===== src/rtl/countdown_pkg.sv =====
// Shared types and constants for the countdown sequencer.
// Build option: COUNTDOWN_AUTO_RELOAD_EN (see countdown_sequencer.sv).
package countdown_pkg;

  typedef enum logic [1:0] {
    IDLE  = 2'd0,
    RUN   = 2'd1,
    PAUSE = 2'd2,
    DONE  = 2'd3
  } state_t;

  localparam int CNT_W            = 6;
  localparam int DEFAULT_TICK_DIV = 50_000_000;

endpackage


===== src/rtl/tick_prescaler.sv =====
// Divides the clock into a one-cycle tick every DIV enabled cycles.
// The count holds while en is low, so a paused run resumes mid-period.
module tick_prescaler #(
  parameter int DIV = 50_000_000
) (
  input  logic clk,
  input  logic reset,
  input  logic en,
  input  logic clr,
  output logic tick
);

  localparam int CW = (DIV > 1) ? $clog2(DIV) : 1;
  localparam logic [CW-1:0] LAST = CW'(DIV - 1);

  logic [CW-1:0] cnt_q, cnt_d;
  logic          at_last;

  assign at_last = (cnt_q == LAST);
  assign tick    = en & at_last;

  always_comb begin
    cnt_d = cnt_q;
    if (clr) begin
      cnt_d = '0;
    end else if (en) begin
      cnt_d = at_last ? '0 : cnt_q + CW'(1);
    end
  end

  always_ff @(posedge clk) begin
    if (reset) cnt_q <= '0;
    else       cnt_q <= cnt_d;
  end

endmodule


===== src/rtl/countdown_sequencer.sv =====
// Button-driven countdown FSM with prescaled decrement.
// Define COUNTDOWN_AUTO_RELOAD_EN to reload from initial_value at zero.
module countdown_sequencer
  import countdown_pkg::*;
#(
  parameter int WIDTH    = CNT_W,
  parameter int TICK_DIV = DEFAULT_TICK_DIV
) (
  input  logic             clk,
  input  logic             reset,
  input  logic             start,
  input  logic             pause,
  input  logic             clear,
  input  logic [WIDTH-1:0] initial_value,
  output logic [WIDTH-1:0] count,
  output logic             running,
  output logic             paused,
  output logic             done,
  output logic [1:0]       state_dbg
);

  state_t           state_q, state_d;
  logic [WIDTH-1:0] count_q, count_d;
  logic             start_q, pause_q, clear_q;
  logic             running_q, paused_q, done_q;
  logic             start_rise, pause_rise, clear_rise;
  logic             tick, presc_en, presc_clr, reload;

  assign start_rise = start & ~start_q;
  assign pause_rise = pause & ~pause_q;
  assign clear_rise = clear & ~clear_q;

  assign presc_en  = (state_q == RUN);
  assign presc_clr = (state_q == IDLE) | clear_rise;

  tick_prescaler #(
    .DIV (TICK_DIV)
  ) u_presc (
    .clk   (clk),
    .reset (reset),
    .en    (presc_en),
    .clr   (presc_clr),
    .tick  (tick)
  );

  always_comb begin
    state_d = state_q;
    count_d = count_q;
    reload  = 1'b0;
    unique case (state_q)
      IDLE: begin
        count_d = initial_value;
        if (start_rise) begin
          state_d = (initial_value == '0) ? DONE : RUN;
        end
      end
      RUN: begin
        if (clear_rise) begin
          state_d = IDLE;
        end else begin
          // Decrement is applied before a coincident pause is honoured.
          if (tick && count_q != '0) begin
            if (count_q == WIDTH'(1)) begin
`ifdef COUNTDOWN_AUTO_RELOAD_EN
              if (initial_value == '0) begin
                count_d = '0;
                state_d = DONE;
              end else begin
                count_d = initial_value;
                reload  = 1'b1;
              end
`else
              count_d = '0;
              state_d = DONE;
`endif
            end else begin
              count_d = count_q - WIDTH'(1);
            end
          end
          if (pause_rise && state_d == RUN) begin
            state_d = PAUSE;
          end
        end
      end
      PAUSE: begin
        if (clear_rise) begin
          state_d = IDLE;
        end else if (pause_rise || start_rise) begin
          state_d = RUN;
        end
      end
      DONE: begin
        count_d = '0;
        if (clear_rise || start_rise) begin
          state_d = IDLE;
        end
      end
      default: state_d = IDLE;
    endcase
  end

  always_ff @(posedge clk) begin
    if (reset) begin
      state_q   <= IDLE;
      count_q   <= '0;
      start_q   <= 1'b0;
      pause_q   <= 1'b0;
      clear_q   <= 1'b0;
      running_q <= 1'b0;
      paused_q  <= 1'b0;
      done_q    <= 1'b0;
    end else begin
      state_q   <= state_d;
      count_q   <= count_d;
      start_q   <= start;
      pause_q   <= pause;
      clear_q   <= clear;
      running_q <= (state_d == RUN);
      paused_q  <= (state_d == PAUSE);
      done_q    <= (state_d == DONE) | reload;
    end
  end

  assign count     = count_q;
  assign running   = running_q;
  assign paused    = paused_q;
  assign done      = done_q;
  assign state_dbg = state_q;

endmodule


===== config.mk =====
export PLATFORM = sky130hd
export DESIGN_NAME = countdown_sequencer
export DESIGN_NICKNAME = d
export VERILOG_FILES = /design/src/rtl/countdown_pkg.sv /design/src/rtl/tick_prescaler.sv /design/src/rtl/countdown_sequencer.sv
export SDC_FILE = /design/constraint.sdc
export NUM_CORES = 1
export LEC_CHECK = 0
export ABC_AREA = 0
export CORE_MARGIN = 5
export CORE_UTILIZATION = 60
export DETAILED_ROUTE_END_ITERATION = 12
export MAX_ROUTING_LAYER = met4
export PLACE_DENSITY_LB_ADDON = 0.08
export REMOVE_ABC_BUFFERS = 1
export SKIP_LAST_GASP = 1
export SLEW_MARGIN = 20
export SYNTH_ARGS = -nofsm -noshare
export SYNTH_HDL_FRONTEND = slang
export SYNTH_SLANG_ARGS = --single-unit

===== constraint.sdc =====
create_clock -name clk -period 3.2 [get_ports clk]
set_clock_uncertainty 0.15 [all_clocks]
set_input_delay 0.48 -clock clk [delete_from_list [all_inputs] [get_ports clk]]
set_output_delay 0.48 -clock clk [all_outputs]
set_load 0.05 [all_outputs]

==> results.md, run 1 <==
- Placer Congestion: 0.910
- Combinational Power Share: 19.1%
- CTS tree: yes
- Clock transition at the registers of the reported paths: 0.07 ns
- Worst Path Required: 2.57 ns
- Post-synth top area share: 36.4%
- GR Overflow Total: 0
- Status: finished clean
- Critical-path cell list: clkdlybuf4s50_1
- Clk_lat worst skew: 0.28 ns
- Drt drc: 0
- Port buffer count: 21
- Sw frac: 28.0%
- Chip Width: 70.5 µm
- # diodes: 0
- Fin area: 0.00250 mm²
- First-pass GRT wire length: 7840 µm
- Dpl cell area: 0.00241 mm²
- Final net count: 287
- DR pass1 iterations: 4
- Worst hold path type: reg2reg
- Max-cap violations: 0
- FILL cells: 315
- Seq/Total Area, Yosys: 36.4%
- Global Route Usage Sum: 19.5%
- Top FF cell, synth: dfxtp_1
- Post-CTS Resized: 0
- Area growth from synthesis to layout: 13.5%
- Top cells by area, synth: dfxtp_1 (36%), xnor2_1 (7.6%), nor2_1 (6.5%), nor2b_1 (2.8%), nor4_2 (2.8%)
- Delay-heaviest family, CP: buffers and inverters
- IR drop worst, VDD: 0.284 mV
- Post-DR vias/cell: 5.72
- Slew @ Worst Pin: 0.696 ns
- Final wirelength: 4360 µm
- CTS Buf Count: 5
- Final setup margin: 0.583 ns
- Final ANT Viol Nets: 0
- Synth Cell Area: 0.00220 mm²
- Post-synth top area cell: dfxtp_1
- CP max stage delay: 0.93 ns
- RSZ-0062 raised after global routing: no
- Crit share post-route: 81.8%
- Total power draw: 1080 µW
- Part of the power in registers: 49.8%
- Mean area per synthesized cell: 8.66 µm²
- Crit path max fanout: 20
- Clock power share: 31.1%
- Max-slew headroom: 53.5%
- Worst Setup End Kind: output pin
- Hold_buf cts: 0
- Final HPWL DP: 3130 µm
- Slew Limit Fails: 0
- Fmax: 382 MHz
- Pre-CTS setup slack: 0.730 ns
- Mean routed wirelength per cell: 13.6 µm
- Initial Util: 61.0%
- Clock root cell: clkbuf_8
- Row cnt: 22
- Via Count: 1,837
- Worst Path Buf+Inv: 1
- Layout cells sized above 1: 7.69%
- Initial antenna violation count: 0
- IO Count: 22
- Worst setup SP type: flop
- # setup viols final: 0
- Synth cell types: 49
- Post-Syn Instances: 254
- Die area: 0.00498 mm²
- Tmin final: 2.62 ns
- Yosys reg bits: 40
- Crit Path Category: reg2out
- CP max stage cell: clkdlybuf4s50_1
- Die Ht: 70.5 µm
- Psw: 303 µW
- Number of enable flip-flop cells after synthesis: 0
- Ys async rst share: 0%
- Post-CTS Setup Bufs: 0
- Clk buf depth: 2
- Core area: 0.00361 mm²
- Pwr dens: 433 mW/mm²
- Worst Path Arrival: 1.99 ns
- Leakage power: 0.000776 µW
- Largest net degree at the start of global routing: 27
- Internal power: 777 µW
- CTS sink cnt: 40
- Detailed Route Iter0 Violations: 160
- Vias in the first global route: 1,728
- # H-tree levels: 2
- Synthesis Warnings: 0
- Fin. Hold Viols: 0
- Setup_tns: 0 ns
[final cells by class]
| cell class | count | area, µm² | share of cell area, % |
|---|---|---|---|
| Timing Repair Buffer | 24 | 233 | 9.32 |
| Inverter | 10 | 37.5 | 1.50 |
| Tap cell | 48 | 60.1 | 2.41 |
| Multi-Input combinational cell | 191 | 1270 | 51.1 |
| Sequential cell | 40 | 801 | 32.1 |
| Clock buffer | 8 | 90.1 | 3.61 |
[logic make-up after synthesis]
logic type                 Yosys count  synth area share, %
and+or+nand+nor                    126                 33.9
DFF                                 40                 36.4
AOI/OAI and AO/OA                   33                 10.5
xor gates and xnor gates            26                 10.4
buffers and inverters               23                 5.63
adders and majority gates            4                 2.28
muxes                                2                0.910
[worst paths after layout]
path | startpoint | endpoint | slack, ns | cells after the start
setup / recovery | state_dbg[0]$_SDFF_PP0_ | state_dbg[0] | 0.58 | 1
hold reg to reg | u_presc.cnt_q[1]$_SDFFE_PP0P_ | u_presc.cnt_q[1]$_SDFFE_PP0P_ | 0.34 | 2
setup reg to reg | state_dbg[0]$_SDFF_PP0_ | done$_SDFF_PP0_ | 0.71 | 5
hold / removal | u_presc.cnt_q[1]$_SDFFE_PP0P_ | u_presc.cnt_q[1]$_SDFFE_PP0P_ | 0.34 | 2
[per-layer routing]
layer | global-route usage [%] | share of wire (%) | vias up
li1 | - | - | 939
met1 | 25.5 | 47 | 862
met2 | 30.1 | 49 | 34
met3 | 4.26 | 3.5 | 2
met4 | 6.47 | 0.62 | 0
met5 | - | 0 | -
[synth_stat cells, types with 5 or more instances]
library cell	instances
xnor2_1	19
nand4_1	7
inv_1	10
nor2b_1	10
xor2_1	7
clkbuf_1	5
nor4_1	5
nor3_1	11
dfxtp_1	40
nor4_2	5
nor2_1	38
nand2_1	11
nand3_1	12
a21oi_1	8
[layout by cell type (no fill, tap or decap), types with 2 or more instances in the layout]
cell / instances
buf_4: 3
o21ai_1: 3
clkbuf_8: 6
xor2_1: 7
dfxtp_1: 40
nor4_2: 5
clkbuf_1: 2
o22ai_1: 3
nand4b_1: 2
nand3_1: 12
a21o_1: 4
and4_1: 4
nor4b_1: 2
nor2b_1: 10
nand4_1: 7
and4b_1: 2
nor3b_1: 4
a211oi_1: 4
ha_1: 4
a21oi_1: 8
nor4_1: 5
inv_1: 10
or4_4: 2
clkdlybuf4s50_1: 21
mux2i_1: 2
nand2_1: 11
xnor2_1: 19
nor3_2: 2
nor3_1: 11
or3_1: 2
nor2_1: 38
[power by group through the flow]
stage                     Combinational, µW  Clock [µW]  Sequential, µW
after floorplan                        98.6           0             588
after global placement                  206           0             549
after detailed placement                207           0             548
after CTS                               208         348             537
after global routing                    225         372             542
final                                   206         336             537
[state kept, by name, summed over array words and instances, names as in the netlist]
signal,flops
start_q,1
running,1
state_dbg,2
count,6
u_presc.cnt_q,26
clear_q,1
pause_q,1
done,1
paused,1
[through the flow]
step	hold slack, ns	std cells	util [%]
floorplan	0.304	241	-
global placement	0.313	313	66.7
detailed placement	0.327	313	66.7
CTS	0.338	321	69.2
global route	0.366	321	69.2
finish	0.335	321	69.2
No activity file was read; power rests on OpenSTA's default activity.
==> run 2: changes to the inputs <==
CORE_UTILIZATION = 56   (was 60)
clock period = 2.6 ns   (was 3.2 ns; I/O delays follow)
==> run 2 against run 1 <==
Against the previous run: die area is 6.1% higher; critical path type unchanged; sequential power increased by 22%; via count rose by 2.6%; worst setup slack got worse by 0.27 ns; clock power rose by 32%; combinational power is 34% higher; sequential share of layout area shrank 0.55 points.
==> results.md, run 2 (synthesized netlist as in run 1, its figures left out) <==
- Final setup margin: 0.314 ns
- Largest net degree at the start of global routing: 27
- Worst Path Arrival: 1.75 ns
- Part of the power in registers: 47.6%
- Drt drc: 0
- Final net count: 292
- Max-slew headroom: 59.9%
- Post-CTS Resized: 0
- IO Count: 22
- Sw frac: 28.2%
- Core area: 0.00374 mm²
- # H-tree levels: 2
- Crit Path Category: reg2out
- Commonest non-fill, non-tap cell in the layout: dfxtp_1
- # diodes: 0
- Slew Limit Fails: 0
- Via Count: 1,884
- CTS tree: yes
- Critical-path cell list: clkdlybuf4s50_1
- CTS sink cnt: 40
- Placer Congestion: 0.915
- Vias in the first global route: 1,824
- Worst hold path type: reg2reg
- Clock root cell: clkbuf_8
- CP max stage delay: 0.89 ns
- Fin. Hold Viols: 0
- Status: finished clean
- Detailed Route Iter0 Violations: 87
- FILL cells: 329
- DR pass1 iterations: 4
- Delay-heaviest family, CP: buffers and inverters
- Leakage power: 0.000807 µW
- FF/Latch Area: 801 µm²
- Port buffer count: 21
- Most frequent cells in the layout: dfxtp_1 (40), nor2_1 (38), clkdlybuf4s50_1 (21), xnor2_1 (19), nand3_1 (12)
- Final wirelength: 4670 µm
- Slew @ Worst Pin: 0.600 ns
- WHS: 0.344 ns
- Max-cap violations: 0
- GR Overflow Total: 0
- Worst Setup End Kind: output pin
- Worst setup SP type: flop
- Initial Util: 58.8%
- # setup viols final: 0
- Row cnt: 22
- Clock transition at the registers of the reported paths: 0.07 ns
- First-pass GRT wire length: 8150 µm
- Max reg flops: 26
- IR drop worst, VDD: 0.371 mV
- Combinational Power Share: 20.1%
- CTS Buf Count: 5
- Final HPWL DP: 3390 µm
- Die area: 0.00528 mm²
- Layout cells sized above 1: 9.75%
- Clk_lat worst skew: 0.29 ns
- RSZ-0062 raised after global routing: no
- Setup_tns: 0 ns
- Crit share post-route: 87.9%
- Internal power: 985 µW
- Final ANT Viol Nets: 0
- Post-CTS Setup Bufs: 0
- Psw: 388 µW
- Fmax: 437 MHz
- Multi-input gate area: 0.00127 mm²
- Global Route Usage Sum: 20.0%
- Largest reg by FF count: u_presc.cnt_q
- Post-DR vias/cell: 5.80
- Crit path max fanout: 12
- CP max stage cell: clkdlybuf4s50_1
- Die Ht: 72.7 µm
- Initial antenna violation count: 0
- Clock power share: 32.3%
- Pwr dens: 541 mW/mm²
- Chip Width: 72.7 µm
- Area growth from synthesis to layout: 15.5%
- Pre-CTS setup slack: 0.256 ns
- Worst Path Buf+Inv: 1
- Hold_buf cts: 0
- Tmin final: 2.29 ns
- Mean routed wirelength per cell: 14.4 µm
- Worst Path Required: 2.06 ns
- Clk buf depth: 2
## run 2: layout make-up
type	count	share of cell area, %
flip-flops and latches	40	31.5
inverters	10	1.48
multi-input cells	191	50.2
repair buffers	29	10.6
well taps	48	2.36
clock buffers	7	3.79
## run 2: path summary, 6_finish.rpt
| path | start | endpoint | slack [ns] | depth (start not counted) |
|---|---|---|---|---|
| setup / recovery | state_dbg[1]$_SDFF_PP0_ | state_dbg[1] | 0.31 | 1 |
| hold / removal | u_presc.cnt_q[1]$_SDFFE_PP0P_ | u_presc.cnt_q[1]$_SDFFE_PP0P_ | 0.34 | 2 |
| setup reg to reg | u_presc.cnt_q[19]$_SDFFE_PP0P_ | count[4]$_SDFFE_PP0P_ | 0.48 | 5 |
| hold reg to reg | u_presc.cnt_q[1]$_SDFFE_PP0P_ | u_presc.cnt_q[1]$_SDFFE_PP0P_ | 0.34 | 2 |
## run 2: power by group through the flow
stage	registers, µW	clock network, µW	logic (µW)
final	654	443	276
after global routing	658	486	299
after CTS	653	454	276
after detailed placement	668	0	275
after global placement	668	0	274
after floorplan	723	0	121
## run 2: layer usage
| layer | wire length (µm) | track usage, % |
|---|---|---|
| met3 | 180 | 4.27 |
| met1 | 2080 | 23.8 |
| met2 | 2270 | 32.2 |
| met4 | 134 | 9.43 |
| met5 | 0 | - |
## run 2: through the flow
step / total power (µW) / instances / cell area, µm² / utilization (%)
floorplan: 845 / 241 / 2110 / -
global placement: 941 / 318 / 2440 / 65.3
detailed placement: 943 / 318 / 2440 / 65.3
CTS: 1380 / 325 / 2540 / 67.8
global route: 1440 / 325 / 2540 / 67.8
finish: 1370 / 325 / 2540 / 67.8
